File: src/rtl/video_pattern_pkg.sv
// ---------------------------------------------------------------------------
// video_pattern_pkg
//
// Shared types and constants for the AXI4-Stream video test-pattern source.
//
// Contents:
//   pattern_e     - selectable test patterns (2-bit, matches pattern_sel)
//   state_e       - generator FSM states
//   R/B/G_LSB     - bit offsets of each 8-bit component inside the 24-bit beat
//   pack_rgb()    - builds a 24-bit beat from separate R, G, B components
//   BAR_*         - the eight colour-bar constants, left to right
//   cnt_w()       - counter width helper, never narrower than one bit
// ---------------------------------------------------------------------------
package video_pattern_pkg;

  typedef enum logic [1:0] {
    BARS    = 2'd0,
    RAMP    = 2'd1,
    CHECKER = 2'd2,
    GREY    = 2'd3
  } pattern_e;

  typedef enum logic {
    IDLE   = 1'b0,
    ACTIVE = 1'b1
  } state_e;

  // The sink expects the components in R, B, G order from MSB to LSB.
  localparam int unsigned R_LSB = 16;
  localparam int unsigned B_LSB = 8;
  localparam int unsigned G_LSB = 0;

  function automatic logic [23:0] pack_rgb(input logic [7:0] r,
                                           input logic [7:0] g,
                                           input logic [7:0] b);
    logic [23:0] p;
    p = '0;
    p[R_LSB +: 8] = r;
    p[G_LSB +: 8] = g;
    p[B_LSB +: 8] = b;
    return p;
  endfunction

  localparam logic [23:0] BAR_WHITE   = pack_rgb(8'hFF, 8'hFF, 8'hFF);
  localparam logic [23:0] BAR_YELLOW  = pack_rgb(8'hFF, 8'hFF, 8'h00);
  localparam logic [23:0] BAR_CYAN    = pack_rgb(8'h00, 8'hFF, 8'hFF);
  localparam logic [23:0] BAR_GREEN   = pack_rgb(8'h00, 8'hFF, 8'h00);
  localparam logic [23:0] BAR_MAGENTA = pack_rgb(8'hFF, 8'h00, 8'hFF);
  localparam logic [23:0] BAR_RED     = pack_rgb(8'hFF, 8'h00, 8'h00);
  localparam logic [23:0] BAR_BLUE    = pack_rgb(8'h00, 8'h00, 8'hFF);
  localparam logic [23:0] BAR_BLACK   = pack_rgb(8'h00, 8'h00, 8'h00);

  // $clog2(1) is 0; a position counter still needs one bit to exist.
  function automatic int cnt_w(input int n);
    return (n > 1) ? $clog2(n) : 1;
  endfunction

endpackage

File: src/rtl/video_pattern_pixel.sv
// ---------------------------------------------------------------------------
// video_pattern_pixel
//
// Purely combinational colour generator: maps a pixel position, the pattern
// latched for the current frame and the frame's grey level to a 24-bit beat.
// The registered copy of this value lives in the top level.
//
// Parameters:
//   H_ACTIVE  - pixels per line (multiple of 8); sets the colour-bar width
//   XW, YW    - widths of the x and y position inputs
// Ports:
//   x     in  XW  horizontal position
//   y     in  YW  vertical position
//   pat   in  2   pattern for this frame
//   grey  in  8   grey level for the GREY pattern
//   rgb   out 24  pixel value, R/B/G packed per video_pattern_pkg offsets
// ---------------------------------------------------------------------------
module video_pattern_pixel
  import video_pattern_pkg::*;
#(
  parameter int H_ACTIVE = 64,
  parameter int XW       = 6,
  parameter int YW       = 6
) (
  input  logic [XW-1:0] x,
  input  logic [YW-1:0] y,
  input  pattern_e      pat,
  input  logic [7:0]    grey,
  output logic [23:0]   rgb
);

  localparam int unsigned BAR_W = H_ACTIVE / 8;

  logic [2:0] bar;
  logic [7:0] ramp;
  logic       x_b3;
  logic       y_b3;

  // NOTE: every signal assigned in a combinational block gets a value on
  // every path (defaults first); a missed path would infer a latch.
  always_comb begin
    bar  = 3'(32'(x) / BAR_W);
    ramp = 8'(x);
    // Shift before narrowing so narrow counters (fewer than 4 bits) read 0.
    x_b3 = 1'(x >> 3);
    y_b3 = 1'(y >> 3);
    rgb  = '0;

    unique case (pat)
      BARS: begin
        unique case (bar)
          3'd0: rgb = BAR_WHITE;
          3'd1: rgb = BAR_YELLOW;
          3'd2: rgb = BAR_CYAN;
          3'd3: rgb = BAR_GREEN;
          3'd4: rgb = BAR_MAGENTA;
          3'd5: rgb = BAR_RED;
          3'd6: rgb = BAR_BLUE;
          3'd7: rgb = BAR_BLACK;
        endcase
      end
      RAMP:    rgb = pack_rgb(ramp, ramp, ramp);
      CHECKER: rgb = (x_b3 ^ y_b3) ? BAR_WHITE : BAR_BLACK;
      GREY:    rgb = pack_rgb(grey, grey, grey);
    endcase
  end

endmodule

File: src/rtl/video_pattern_gen.sv
// ---------------------------------------------------------------------------
// video_pattern_gen
//
// AXI4-Stream video source producing whole frames of a selectable test
// pattern, one pixel per clock while the sink is ready. SOF is flagged on
// tuser at pixel (0,0), EOL on tlast at the last pixel of every line.
// Frames are never truncated: enable and pattern_sel are only looked at when
// a frame starts (from IDLE, or at the end of the previous frame).
//
// Parameters:
//   H_ACTIVE  pixels per line (multiple of 8, >= 8)
//   V_ACTIVE  lines per frame (>= 1)
// Ports:
//   clk                     in   1   sole clock, rising edge
//   ap_rst_n                in   1   asynchronous active-low reset
//   enable                  in   1   start / continue frame generation
//   pattern_sel             in   2   0 bars, 1 ramp, 2 checker, 3 grey
//   video_in_stream_tdata   out  24  pixel [23:16] R, [15:8] B, [7:0] G
//   video_in_stream_tuser   out  1   start of frame
//   video_in_stream_tlast   out  1   end of line
//   video_in_stream_tvalid  out  1   beat valid
//   video_in_stream_tready  in   1   sink ready
//   frame_done              out  1   pulse after the last beat of a frame
//   frame_count             out  16  completed frames, wrapping
// ---------------------------------------------------------------------------
module video_pattern_gen
  import video_pattern_pkg::*;
#(
  parameter int H_ACTIVE = 64,
  parameter int V_ACTIVE = 48
) (
  input  logic        clk,
  input  logic        ap_rst_n,
  input  logic        enable,
  input  logic [1:0]  pattern_sel,
  output logic [23:0] video_in_stream_tdata,
  output logic        video_in_stream_tuser,
  output logic        video_in_stream_tlast,
  output logic        video_in_stream_tvalid,
  input  logic        video_in_stream_tready,
  output logic        frame_done,
  output logic [15:0] frame_count
);

  localparam int XW = cnt_w(H_ACTIVE);
  localparam int YW = cnt_w(V_ACTIVE);
  localparam logic [XW-1:0] X_LAST = XW'(H_ACTIVE - 1);
  localparam logic [YW-1:0] Y_LAST = YW'(V_ACTIVE - 1);

  state_e        state_q, state_d;
  logic [XW-1:0] x_q, x_d;
  logic [YW-1:0] y_q, y_d;
  pattern_e      pat_q, pat_d;
  logic [7:0]    grey_q, grey_d;
  logic [15:0]   fc_d;
  logic [23:0]   pix;

  logic xfer;       // a beat is accepted at this edge
  logic last_pix;   // the beat on the bus is the last of the frame
  logic frame_end;  // last beat accepted at this edge
  logic start;      // a new frame begins at this edge
  logic advance;    // step to the next pixel inside the current frame

  // -------------------------------------------------------------------------
  // State register
  // -------------------------------------------------------------------------
  // NOTE: clocked state uses non-blocking assignments so every register
  // samples pre-edge values, independent of block ordering.
  always_ff @(posedge clk or negedge ap_rst_n) begin
    if (!ap_rst_n) begin
      state_q <= IDLE;
    end else begin
      state_q <= state_d;
    end
  end

  // -------------------------------------------------------------------------
  // Next-state logic
  // -------------------------------------------------------------------------
  always_comb begin
    state_d = state_q;
    unique case (state_q)
      IDLE:   if (enable)                 state_d = ACTIVE;
      ACTIVE: if (frame_end && !enable)   state_d = IDLE;
    endcase
  end

  // -------------------------------------------------------------------------
  // Output / datapath control
  // -------------------------------------------------------------------------
  // tvalid is 1 throughout ACTIVE, so a transfer is just ACTIVE & tready.
  always_comb begin
    xfer      = (state_q == ACTIVE) && video_in_stream_tready;
    last_pix  = (x_q == X_LAST) && (y_q == Y_LAST);
    frame_end = xfer && last_pix;
    start     = ((state_q == IDLE) && enable) || (frame_end && enable);
    advance   = xfer && !last_pix;

    fc_d   = frame_count + (frame_end ? 16'd1 : 16'd0);
    x_d    = x_q;
    y_d    = y_q;
    pat_d  = pat_q;
    grey_d = grey_q;

    if (start || frame_end) begin
      x_d = '0;
      y_d = '0;
    end else if (advance) begin
      if (x_q == X_LAST) begin
        x_d = '0;
        y_d = y_q + 1'b1;
      end else begin
        x_d = x_q + 1'b1;
      end
    end

    // The grey level of a frame is the count of frames completed before it,
    // including the one finishing at this very edge.
    if (start) begin
      pat_d  = pattern_e'(pattern_sel);
      grey_d = fc_d[7:0];
    end
  end

  // Colour of the pixel that will be on the bus after this edge.
  video_pattern_pixel #(
    .H_ACTIVE (H_ACTIVE),
    .XW       (XW),
    .YW       (YW)
  ) u_pixel (
    .x    (x_d),
    .y    (y_d),
    .pat  (pat_d),
    .grey (grey_d),
    .rgb  (pix)
  );

  // -------------------------------------------------------------------------
  // Datapath and output registers
  // -------------------------------------------------------------------------
  // Beat fields only reload when a new pixel is presented, which keeps them
  // stable for as long as the sink stalls.
  always_ff @(posedge clk or negedge ap_rst_n) begin
    if (!ap_rst_n) begin
      x_q                    <= '0;
      y_q                    <= '0;
      pat_q                  <= BARS;
      grey_q                 <= '0;
      frame_count            <= '0;
      frame_done             <= 1'b0;
      video_in_stream_tvalid <= 1'b0;
      video_in_stream_tdata  <= '0;
      video_in_stream_tuser  <= 1'b0;
      video_in_stream_tlast  <= 1'b0;
    end else begin
      x_q                    <= x_d;
      y_q                    <= y_d;
      pat_q                  <= pat_d;
      grey_q                 <= grey_d;
      frame_count            <= fc_d;
      frame_done             <= frame_end;
      video_in_stream_tvalid <= (state_d == ACTIVE);
      if (start || advance) begin
        video_in_stream_tdata <= pix;
        // Only a frame start lands on (0,0); advancing never wraps to it.
        video_in_stream_tuser <= start;
        video_in_stream_tlast <= (x_d == X_LAST);
      end
    end
  end

endmodule

File: config.mk
export PLATFORM = sky130hd
export DESIGN_NAME = video_pattern_gen
export DESIGN_NICKNAME = d
export VERILOG_FILES = /design/src/rtl/video_pattern_pkg.sv /design/src/rtl/video_pattern_pixel.sv /design/src/rtl/video_pattern_gen.sv
export SDC_FILE = /design/constraint.sdc
export NUM_CORES = 1
export LEC_CHECK = 0
export CORE_UTILIZATION = 40
export CTS_CLUSTER_DIAMETER = 80
export DETAILED_ROUTE_END_ITERATION = 6
export GPL_ROUTABILITY_DRIVEN = 0
export PLACE_DENSITY_LB_ADDON = 0.1
export SLEW_MARGIN = 10
export SYNTH_ARGS = -nofsm -noshare
export SYNTH_HDL_FRONTEND = slang
export SYNTH_SLANG_ARGS = --single-unit
File: constraint.sdc
create_clock -name clk -period 5.5 [get_ports clk]
set_input_delay 0.55 -clock clk [delete_from_list [all_inputs] [get_ports clk]]
set_output_delay 0.55 -clock clk [all_outputs]
set_load 0.05 [all_outputs]
# Word level (Yosys, flattened, before mapping)
# Memories as Yosys holds them, arrays and structs flattened.
# Index checks and enable logic that the tools add are counted.
# op_classes
add_sub_neg	3
n_eq_ne	6
muxes	14
bitwise	2
n_reduce_logical	16
# ops
operator	n
$pmux W24 S4	1
$mux W6	6
$mux W24	1
$eq A6 B6 Y1 const B	3
$add A16 B1 Y16	1
$add A6 B1 Y6 const B	2
$mux W8	1
$logic_and A1 B1 Y1	7
$eq A2 B2 Y1 const B	2
$reduce_bool A2 Y1	2
$logic_or A1 B1 Y1	3
$mux W1	3
$eq A2 B1 Y1 const B	1
$logic_not A1 Y1	2
$logic_not A2 Y1	1
$mux W2	1
$pmux W1 S2	1
$reduce_and A2 Y1	1
$not A1 Y1	1
$xor A1 B1 Y1	1
# totals
reg_bits	66
romBits	192
inputBits	6
word_cells	53
mem_count	1
# mem_list
memory	depth	width	read_ports	rd_ports_with_merged_regs	wr	line_no	text
(name not given)	8	24	1	0	0	video_pattern_pixel.sv:51	unique case (bar)

# Logic depth before layout (Yosys ltp)
# depth
word_depth	10
ltp_mapped	15
ltp_nobuf	13

# By module
# Synthesis repeated with hierarchy kept, for this count alone.
# hier_totals
hier_cells	273
hier_area_um2	3251.9
# modules_own_cells
module	instances	cells_per_inst	area_per_inst_um2
video_pattern_gen	1	222	2932.8
video_pattern_pixel	1	51	319.1

# Worst setup path after synthesis
# OpenSTA, ideal clock, no wires.
# synth_path
path_type	register to register
from	register, netlist name video_in_stream_tvalid
to	register video_in_stream_tdata[14]
arrival_time_ns	3.116
required_ns	5.378
setup_slack_ns	2.263
stages_incl_launch_ff	15
path_buffers	2
synth_period_minus_slack_ns	3.237
cell_sequence	dfrtp_1 clkbuf_1 nand3_1 nor2_1 clkbuf_1 nand3_1 inv_1 ha_1 ha_1 and4_1 nand2_1 xnor2_1 mux2i_1 o221ai_1 o22a_1
# synth_lines
item	line_no	text
end signal: assignment	video_pattern_gen.sv:164	video_in_stream_tdata <= pix;
end: declaration	video_pattern_gen.sv:36	output logic [23:0] video_in_stream_tdata,

# Worst setup path after layout
# layout_path
from	input video_in_stream_tready
to	register video_in_stream_tdata[22]
# layout_lines
item	line_no	text
start: declaration	video_pattern_gen.sv:40	input logic video_in_stream_tready,
$logic_and A1 B1 Y1	video_pattern_gen.sv:93	xfer = (state_q == ACTIVE) && video_in_stream_tready;
$logic_and A1 B1 Y1	video_pattern_gen.sv:95	frame_end = xfer && last_pix;
net frame_end	video_pattern_gen.sv:60	logic frame_end;
$mux W1	video_pattern_gen.sv:99	fc_d = frame_count + (frame_end ? 16'd1 : 16'd0);
$add A16 B1 Y16	video_pattern_gen.sv:99	
net fc_d[6]	video_pattern_gen.sv:55	logic [15:0] fc_d;
$mux W8	video_pattern_gen.sv:119	if (start) begin
$pmux W24 S4	video_pattern_pixel.sv:49	unique case (pat)
# The timed path passes the listed nets, and every way through them passes these cells. The select of a mux whose other input is x is not followed.
# A chain may end at the register's enable or synchronous reset.

==> run_results.csv <==
group,metric,value,unit
status,status,"complete, no violations",
route,vias,2501,
synth,ys_ff_latch,66,
critical_path,timing.rr.start,"x_q[0]",
pwr,combinationalPowerShare,32.3,%
critical_path,timing.critical_path.slowest_stage_cell,"clkdlybuf4s50_1",
clock_network,clk_pin_slew_worst_paths,0.07,ns
sta,max_clk_rate,276,MHz
global_routing,grt_usage,19.5,%
synth,synthTopCellsByArea,"dfrtp_1 53%, o22a_1 4.2%, nor2_1 3.7%",
clock_network,clock_tree.buffer_depth,2,
place,port-buffer-count,49,
pwr,seqPwrFrac,38.0,%
route,detail_route.wl_per_cell,16.3,microns
synth,synth.net_count,311,
sta,worst_pin_slew,0.835,ns
floorplanning,fp.coreArea,7410,sq um
critical_path,cells_on_worst_reg2reg_path,13,
critical_path,max_stage_delay,0.60,ns
global_routing,grt_max_degree,67,
sta,rsz0062_at_grt,"no",
synth,cell_with_the_most_instances_after_synthesis,"dfrtp_1",
clock_network,clock_sinks,66,
synth,synth.distinct_cells,53,
floorplanning,ios,50,
route,vias_per_cell,5.50,
layout,proportion_of_layout_cells_with_a_drive_suffix_above_1,7.30,%
synth,synth_async_sr_flop_share,100,%
synth,synth_top_cell_by_area,"dfrtp_1",
synth,synth.yosys.warnings,0,
synth,summed_instance_area_of_the_synthesized_netlist,3140,sq um
synth,synth_commonest_cells,"66 x dfrtp_1, 31 x nor2_1, 28 x nand2_1, 15 x nand3_1, 15 x o22a_1",
route,firstDrtPassIters,4,
route,drc,0,
floorplanning,fp.dieW,90.6,microns
synth,synthCells,301,
layout,filler_cell_count,657,
clock_network,tritoncts,"built",
global_routing,grt_pass1_wl,12500,microns
critical_path,critical_path.n_buffers_inverters,2,
pwr,power_switching_share,36.4,%
floorplanning,design.die.area,8200,sq um
critical_path,setup.worst_path.start_class,"input port",
clock_network,cts_resized,0,
critical_path,timing_worst_setup_path_type,"in2reg",
floorplanning,die_height,90.6,microns
critical_path,worst_r2r_endpoint,"video_in_stream_tdata[22]",
run,max_cap_viol_count,0,
critical_path,setup.reg_to_reg.worst_slack,1.92,ns
sta,finalSetupViolCount,0,
clock_network,cts-htree-levels,3,
route,drt.antenna.violating_nets,0,
pwr,net_switching,601,uW
critical_path,end_kind,"register",
route,route.final.wire_length,7420,microns
sta,totalNegativeSetupSlack,0,ns
floorplanning,floorplan.rows,31,
pwr,internal_power,1.05,mW
synth,synth_enable_flop_cells,0,
layout,finish.net_count,361,
clock_network,count_of_buffers_added_by_post_cts_timing_repair_for_setup,0,
sta,remaining_max_slew_budget_at_the_tightest_pin,44.3,%
clock_network,worst_skew_pair.late_latency,0.34,ns
global_routing,gr-total-overflow,0,
critical_path,timing.critical_path.arrival,3.90,ns
route,first_iter_violations,151,
synth,synth_largest_type_area_fraction,52.7,%
critical_path,timing.critical_path.required,5.78,ns
synth,synth_seq_area_share,52.7,%
critical_path,worstPathCellList,"clkdlybuf4s50_1, nand3_1, nor2_1, nand3_1, inv_1, ha_1, ha_1, and4_1, nand2_1, xnor2_1, mux2i_1, o221ai_1, o22a_1",
pwr,power_frac_clock,29.7,%
sta,worst_hold_slack,0.401,ns
sta,timing.final.crit_period,3.62,ns
pwr,leakage,1.73,nW
sta,skew,0.0120,ns
pwr,worst_ir_drop_vdd,295,uV
worst_hold_path,hold_path_class,"in2async",
clock_network,cts_buffers,9,
synth,dominantRegCellSynth,"dfrtp_1",
critical_path,crit_path_max_fanout,11,
sta,finalCritPeriodShare,65.8,%
sta,timing.final.hold_violations,0,
clock_network,ctsHoldBuffers,0,
global_routing,grt_pass1_vias,2423,
layout,antenna-diode-count,0,
critical_path,crit_family,"simple AND/OR/NAND/NOR gates",
place,detailedPlacementHpwl,5120,microns
synth,syn-mean-instance-area,10.4,sq um
layout,syn2layout_area_growth,26.1,%
sta,finalMaxSlewViolations,0,
pwr,pwr_density_cell,417,nW/um^2
clock_network,cts_root_buf,"clkbuf_8",
global_routing,grt_antenna_before_repair,0,
floorplanning,floorplan.initialDensity,42.3,%
==> sequential cells by signal, indices dropped and copies added, names as in the netlist <==
register                cells
video_in_stream_tdata      24
frame_count                16
grey_q                      8
x_q                         6
y_q                         6
pat_q                       2
frame_done                  1
video_in_stream_tlast       1
video_in_stream_tuser       1
video_in_stream_tvalid      1
==> cells in the final DEF (no fill, tap or decap), types with 6 or more instances in the layout <==
master and n:
a21oi_1 8, a41oi_1 7, clkdlybuf4s50_1 48, clkbuf_8 9, and3_1 6, o22a_1 15, nand3_1 15, xor2_1 6
a21o_1 7, dfrtp_1 66, inv_1 11, nand2_1 28, nor2_1 31, o21ai_0 11, xnor2_1 11
==> cell type report <==
class	instances	area, sq um	share of cell area [%]
inverters	11	41.3	1.04
repair buffers	52	508	12.8
clock buffers	10	128	3.23
flip-flops and latches	66	1650	41.8
clock inverters	6	115	2.91
well taps	99	124	3.13
multi-input cells	211	1390	35.1
==> routing by layer <==
layer / vias up / share of wire, % / GRT usage [%]
met4: 0 / 2.2 / 8.06
met1: 1219 / 51 / 28.1
met2: 65 / 42 / 28.7
met5: - / 0 / 0
met3: 14 / 4.4 / 3.62
li1: 1203 / - / -
==> worst register-to-register path: stages, from the launching register on <==
cell and delay, ns:
dfrtp_1 0.42, ha_1 0.34, nand3_1 0.24, nor2_1 0.54
nand3_1 0.24, inv_1 0.15, ha_1 0.17, ha_1 0.20
and4_1 0.23, nand2_1 0.08, xnor2_1 0.20, mux2i_1 0.13
o221ai_1 0.36, o22a_1 0.21
==> worst max path at each step <==
stage / slack (ns) / to / cells after the start / startpoint
final: 1.88 / video_in_stream_tdata[22] / 13 / video_in_stream_tready
after global routing: 1.46 / video_in_stream_tdata[6] / 13 / x_q[0]
after CTS: 1.90 / video_in_stream_tdata[6] / 13 / video_in_stream_tready
after detailed placement: 1.55 / video_in_stream_tdata[6] / 13 / video_in_stream_tready
after global placement: 1.73 / video_in_stream_tdata[22] / 13 / video_in_stream_tready
after floorplan: 2.26 / video_in_stream_tdata[14] / 14 / video_in_stream_tvalid
==> per-stage QoR <==
step | cells | setup slack [ns] | utilization (%) | total power [mW] | instance area (sq um)
after floorplan | 301 | 2.26 | - | 0.985 | 3140
after global placement | 439 | 1.73 | 50.1 | 1.17 | 3710
after detailed placement | 439 | 1.55 | 50.1 | 1.17 | 3710
after CTS | 455 | 1.90 | 53.4 | 1.67 | 3960
after global routing | 455 | 1.46 | 53.4 | 1.72 | 3960
final | 455 | 1.88 | 53.4 | 1.65 | 3960
==> power by group through the flow <==
stage	combinational [mW]	clock, mW	sequential (mW)
after detailed placement	0.537	0	0.633
after global placement	0.535	0	0.634
final	0.534	0.491	0.627
after global routing	0.565	0.523	0.636
after floorplan	0.172	0	0.814
after CTS	0.539	0.502	0.626
==> cells by family after synthesis <==
group | after synthesis | share of synthesized area (%)
multiplexers | 4 | 1.28
AO/OA/AOI/OAI | 76 | 18.1
buffers and inverters | 24 | 3.23
adder cells (fa/ha/maj) | 4 | 1.60
XOR/XNOR | 17 | 4.75
AND/OR/NAND/NOR | 110 | 18.4
flip-flops | 66 | 52.7
Power figures use the tool's default switching activity.
